File: config.mk
export PLATFORM = sky130hd
export DESIGN_NAME = rc_mesh_adaptive
export DESIGN_NICKNAME = d
export VERILOG_FILES = /design/src/rtl/rc_mesh_adaptive.sv
export SDC_FILE = /design/constraint.sdc
export NUM_CORES = 1
export LEC_CHECK = 0
export CORE_AREA = 10 10 176 178
export CTS_BUF_LIST = sky130_fd_sc_hd__clkbuf_16
export CTS_CLUSTER_SIZE = 30
export DETAILED_ROUTE_END_ITERATION = 6
export DIE_AREA = 0 0 186 188
export PLACE_DENSITY = 0.76
export RECOVER_POWER = 25
export SETUP_SLACK_MARGIN = 0.05
export SYNTH_ARGS = -nofsm -noshare
export SYNTH_HDL_FRONTEND = slang
export SYNTH_SLANG_ARGS = --single-unit
File: constraint.sdc
create_clock -name rc_clk -period 1.73 [get_ports rc_clk]
set_input_delay 0.2595 -clock rc_clk [delete_from_list [all_inputs] [get_ports rc_clk]]
set_output_delay 0.2595 -clock rc_clk [all_outputs]
set_load 0.005 [all_outputs]
File: src/rtl/rc_mesh_adaptive.sv
// Five-port routing-computation stage with per-port wormhole route lock and a registered valid/ready output.
// Build option: define RC_ADAPTIVE_EN for pressure-based choice between productive directions (default: XY).
module rc_mesh_adaptive #(
    parameter int DEPTH    = 8,
    parameter int WIDTH    = 3,
    parameter int DATASIZE = 40,
    parameter int MESH_X   = 4,
    parameter int MESH_Y   = 4,
    parameter int COORD_W  = 2,
    parameter int X_COORD  = 1,
    parameter int Y_COORD  = 1
) (
    input  logic                  rc_clk,
    input  logic                  rst_n,
    input  logic [5*DATASIZE-1:0] data_in,
    input  logic [4:0]            valid_in,
    output logic [4:0]            ready_out,
    input  logic [WIDTH:0]        N_pressure_in,
    input  logic [WIDTH:0]        E_pressure_in,
    input  logic [WIDTH:0]        W_pressure_in,
    input  logic [WIDTH:0]        S_pressure_in,
    output logic [5*DATASIZE-1:0] data_out,
    output logic [24:0]           direction_out,
    output logic [4:0]            valid_out,
    input  logic [4:0]            ready_in,
    output logic [4:0]            rc_err
);

    localparam logic [4:0] DIR_N = 5'b00001;
    localparam logic [4:0] DIR_E = 5'b00010;
    localparam logic [4:0] DIR_W = 5'b00100;
    localparam logic [4:0] DIR_S = 5'b01000;
    localparam logic [4:0] DIR_L = 5'b10000;

    localparam logic [1:0] T_HEAD   = 2'b10;
    localparam logic [1:0] T_BODY   = 2'b00;
    localparam logic [1:0] T_TAIL   = 2'b01;
    localparam logic [1:0] T_SINGLE = 2'b11;

    typedef enum logic {
        S_IDLE   = 1'b0,
        S_LOCKED = 1'b1
    } state_e;

    state_e                state_q    [5];
    state_e                state_d    [5];
    logic [4:0]            lock_dir_q [5];
    logic [4:0]            lock_dir_d [5];
    logic [5*DATASIZE-1:0] data_q, data_d;
    logic [24:0]           dir_q, dir_d;
    logic [4:0]            valid_q, valid_d;
    logic [4:0]            err_q, err_d;

    logic [1:0]            ftype_s  [5];
    logic [COORD_W-1:0]    dest_x_s [5];
    logic [COORD_W-1:0]    dest_y_s [5];
    logic [4:0]            x_dir_s  [5];
    logic [4:0]            y_dir_s  [5];
    logic [4:0]            rt_dir_s [5];
    logic [4:0]            rt_err_s;
    logic [4:0]            accept_s;

`ifdef RC_ADAPTIVE_EN
    logic [WIDTH:0]        px_s [5];
    logic [WIDTH:0]        py_s [5];

    // Anything at or above DEPTH is equally full, so clamp before comparing.
    function automatic logic [WIDTH:0] sat_f(input logic [WIDTH:0] p);
        logic [WIDTH:0] r;
        if (int'(p) >= DEPTH) begin
            r = (WIDTH+1)'(DEPTH);
        end else begin
            r = p;
        end
        return r;
    endfunction
`else
    logic unused_pressure_s;
    assign unused_pressure_s = ^{N_pressure_in, E_pressure_in, W_pressure_in, S_pressure_in, (DEPTH > 32'sd0)};
`endif

    assign ready_out     = ~valid_q | ready_in;
    assign accept_s      = valid_in & ready_out;
    assign data_out      = data_q;
    assign direction_out = dir_q;
    assign valid_out     = valid_q;
    assign rc_err        = err_q;

    // Decode each port's flit and compute its minimal route.
    always_comb begin
        for (int p = 0; p < 5; p++) begin
            ftype_s[p]  = data_in[p*DATASIZE + DATASIZE-1 -: 2];
            dest_x_s[p] = data_in[p*DATASIZE + DATASIZE-3 -: COORD_W];
            dest_y_s[p] = data_in[p*DATASIZE + DATASIZE-3-COORD_W -: COORD_W];
            x_dir_s[p]  = (int'(dest_x_s[p]) > X_COORD) ? DIR_E : DIR_W;
            y_dir_s[p]  = (int'(dest_y_s[p]) > Y_COORD) ? DIR_S : DIR_N;
`ifdef RC_ADAPTIVE_EN
            px_s[p]     = (x_dir_s[p] == DIR_E) ? E_pressure_in : W_pressure_in;
            py_s[p]     = (y_dir_s[p] == DIR_S) ? S_pressure_in : N_pressure_in;
`endif
            rt_err_s[p] = 1'b0;
            if ((int'(dest_x_s[p]) >= MESH_X) || (int'(dest_y_s[p]) >= MESH_Y)) begin
                rt_dir_s[p] = DIR_L;
                rt_err_s[p] = 1'b1;
            end else if ((int'(dest_x_s[p]) == X_COORD) && (int'(dest_y_s[p]) == Y_COORD)) begin
                rt_dir_s[p] = DIR_L;
            end else if (int'(dest_y_s[p]) == Y_COORD) begin
                rt_dir_s[p] = x_dir_s[p];
            end else if (int'(dest_x_s[p]) == X_COORD) begin
                rt_dir_s[p] = y_dir_s[p];
            end else begin
`ifdef RC_ADAPTIVE_EN
                rt_dir_s[p] = (sat_f(py_s[p]) < sat_f(px_s[p])) ? y_dir_s[p] : x_dir_s[p];
`else
                rt_dir_s[p] = x_dir_s[p];
`endif
            end
        end
    end

    // Per-port lock FSM and output-register next state; only an accepted flit moves anything.
    always_comb begin
        data_d  = data_q;
        dir_d   = dir_q;
        valid_d = valid_q & ~ready_in;
        err_d   = 5'b00000;
        for (int p = 0; p < 5; p++) begin
            state_d[p]    = state_q[p];
            lock_dir_d[p] = lock_dir_q[p];
            if (accept_s[p]) begin
                data_d[p*DATASIZE +: DATASIZE] = data_in[p*DATASIZE +: DATASIZE];
                valid_d[p] = 1'b1;
                case (ftype_s[p])
                    T_HEAD: begin
                        dir_d[p*5 +: 5] = rt_dir_s[p];
                        err_d[p]        = rt_err_s[p] | (state_q[p] == S_LOCKED);
                        state_d[p]      = S_LOCKED;
                        lock_dir_d[p]   = rt_dir_s[p];
                    end
                    T_SINGLE: begin
                        dir_d[p*5 +: 5] = rt_dir_s[p];
                        err_d[p]        = rt_err_s[p] | (state_q[p] == S_LOCKED);
                        state_d[p]      = S_IDLE;
                    end
                    T_BODY, T_TAIL: begin
                        if (state_q[p] == S_LOCKED) begin
                            dir_d[p*5 +: 5] = lock_dir_q[p];
                            state_d[p]      = (ftype_s[p] == T_TAIL) ? S_IDLE : S_LOCKED;
                        end else begin
                            dir_d[p*5 +: 5] = DIR_L;
                            err_d[p]        = 1'b1;
                        end
                    end
                    default: begin
                        dir_d[p*5 +: 5] = DIR_L;
                        err_d[p]        = 1'b1;
                    end
                endcase
            end else begin
                state_d[p] = state_q[p];
            end
        end
    end

    // State and output registers.
    always_ff @(posedge rc_clk or negedge rst_n) begin
        if (!rst_n) begin
            data_q  <= {(5*DATASIZE){1'b0}};
            dir_q   <= 25'd0;
            valid_q <= 5'b00000;
            err_q   <= 5'b00000;
            for (int p = 0; p < 5; p++) begin
                state_q[p]    <= S_IDLE;
                lock_dir_q[p] <= 5'b00000;
            end
        end else begin
            data_q  <= data_d;
            dir_q   <= dir_d;
            valid_q <= valid_d;
            err_q   <= err_d;
            for (int p = 0; p < 5; p++) begin
                state_q[p]    <= state_d[p];
                lock_dir_q[p] <= lock_dir_d[p];
            end
        end
    end

endmodule
==> results.toml <==
[grt]
grt_start_max_net_pins = 56
grt_overflow = 0
grt_pass1_wl_um = 52100
grt_pass1_vias = 8363
grt_use_total = 0.191
grt_antenna_before_repair = 3

[setup_path]
path_class = "register to output port"
r2r-start = "valid_out[1]"
endpoint_kind = "output port"
worst-path-max-fanout = 3
slowest_stage = "dfrtp_1"
start_kind = "register"
r2r_end = "lock_dir_q[16]"
worstPathArrival_ns = 1.39
worstPathCellList = "buf_4 -> nand2b_4 -> clkdlybuf4s15_1"
r2r_cells = 4
r2r_slack_ns = 0.19
crit_required_ns = 1.47
cp_slowest_stage_delay_ns = 0.39

[placed_design]
io_buffer_count = 451
routabilityCongestion = 0.834
dp_hpwl_um = 27000
dp_cells = 1497
dpl_worst_slack_ns = -0.0463
postPlaceCellArea_um2 = 16100

[floorplanning]
top_level_ports = 468
initial_core_util = 0.399
die_width_um = 186
num_rows = 61
fp.dieArea_um2 = 35000
coreArea_um2 = 27500
die_h_um = 188

[yosys]
yosysWarnings = 0
netlist_area_um2 = 11000
synthCells = 689
yosysUniqueCellTypes = 28
ys_ff_latch = 265
synth_top_area_frac = 0.605
yosysSeqAreaShare = 0.605
synth.area.top_cells = "dfrtp_1, mux2_4, mux2_2"
synth_nets = 917
synth_top_area_cell = "dfrtp_1"
syn_avg_cell_area_um2 = 15.9

[routing]
wl_um = 34400
viasPerCell = 4.85
drtIter0Drc = 332
avgRoutedWirePerCell_um = 22.1
drc = 0
vias = 7544
antenna_left = 0
first_pass_iters = 4

[layout]
fin_util = 0.612
final_cell_mix = "dfrtp_1, dlygate4sd2_1, clkdlybuf4s50_1"
design_area_um2 = 16800
nets = 1415
final_common_cell = "dfrtp_1"
stdcell_count = 1557
drive_above_1_share = 0.279
area_growth_pct = 53.4

[timing]
tns_ns = 0
worst_slack_ns = 0.0855
worst_slew_pin_slew_ns = 1.15
setup_violations = 0
rsz0062_at_grt = "no"
slew_violations = 0
hold_viol = 0
period_minus_slack_ns = 1.64
timing.slew.headroom = 0.234
fin_skew_ns = 0.00808
finalCritPeriodShare = 0.951
max_freq_mhz = 608
hold_ws_ns = 0.320

[power]
p_leak_nw = 7.83
total_power_mw = 17.3
pwr_density_cell_nw_per_um2 = 1030
vdd_ir_drop_max_mv = 0.804

[cts]
cts.path.max_buffers = 3
clk_pin_slew_worst_paths_ns = 0.06
cts_tree = "built"
clk_latency_ns = 0.55
htreeDepth = 1
root_buffer = "clkbuf_16"
cts.sinks = 265
cts-buffers-inserted = 30

[run]
drv_cap = 0

[hold_path]
hold_start = "data_in[0]"
min_to = "data_out[0]"
hold_depth = 2
min_path_type = "primary input to register"

[run_status]
status = "completed"
-- power by group --
| group | switching [mW] | internal [mW] |
|---|---|---|
| Clock | 2.54 | 3.51 |
| Combinational | 1.40 | 2.34 |
| Sequential | 0.463 | 7.09 |
-- routing by layer --
metal,wire [um],global-route usage
met1,12500,0.211
met2,18100,0.342
met3,2890,0.0601
met4,855,0.0565
met5,17,0
-- cell families (layout without fill, tap and decap cells) --
group,after synthesis,count (layout),synth area share
flip-flops,265,265,0.605
multiplexers,225,225,0.270
AND/OR/NAND/NOR,81,81,0.0517
AO/OA/AOI/OAI,72,72,0.0395
buffers and inverters,46,566,0.0342
other,0,2,0
-- cells in the mapped netlist --
library cell / count
dfrtp_1: 265
mux2_2: 113
mux2_4: 112
a21oi_1: 37
buf_6: 22
nand2_1: 16
a31oi_1: 13
a22oi_1: 12
buf_2: 9
nor2b_1: 9
inv_1: 8
nor2_1: 8
buf_4: 7
nand2b_1: 7
and2_4: 5
and3b_1: 5
nand4b_2: 5
nor3_1: 5
nor4b_1: 5
nor4bb_1: 5
nand2b_4: 3
nand3_1: 3
o2111ai_1: 3
o21ai_0: 3
or3b_2: 3
nand2_2: 2
o2bb2ai_1: 2
o311ai_0: 2
-- repair_timing --
item,4_1_cts,5_1_grt
hold endpoints to repair,259,0
endpoints found under the setup margin,230,9
hold buffers,1,0
gates resized for setup,230,9
setup buffers,3,0
-- flip-flops by register name, indices dropped and copies added, names as in the netlist --
name and count:
direction_out 25, data_out 200, rc_err 5, state_q 5, lock_dir_q 25, valid_out 5
-- worst max-delay path by stage --
stage,startpoint,endpoint,slack (ns),cells after the start
floorplan,valid_out[3],data_out[149],0.43,5
global placement,ready_in[0],data_out[39],-0.03,5
detailed placement,ready_in[0],data_out[36],-0.05,5
CTS,valid_out[4],ready_out[4],0.03,3
global route,rst_n,data_out[130],0.05,3
finish,valid_out[4],ready_out[4],0.09,3
-- area by class of cell --
| class | instances | area (um^2) |
|---|---|---|
| Antenna cell | 2 | 5.00 |
| Clock buffer | 31 | 776 |
| Fill cell | 2195 | 10700 |
| Tap cell | 346 | 433 |
| Clock inverter | 23 | 160 |
| Timing Repair Buffer | 504 | 4820 |
| Inverter | 8 | 30.0 |
| Multi-Input combinational cell | 378 | 3950 |
| Sequential cell | 265 | 6630 |
-- critical path, delay by kind of cell (launching register included) --
family | cells | cell delay (ns)
AND/OR/NAND/NOR | 1 | 0.08
flip-flops | 1 | 0.39
buffers and inverters | 2 | 0.37
Power figures use the tool's default switching activity.
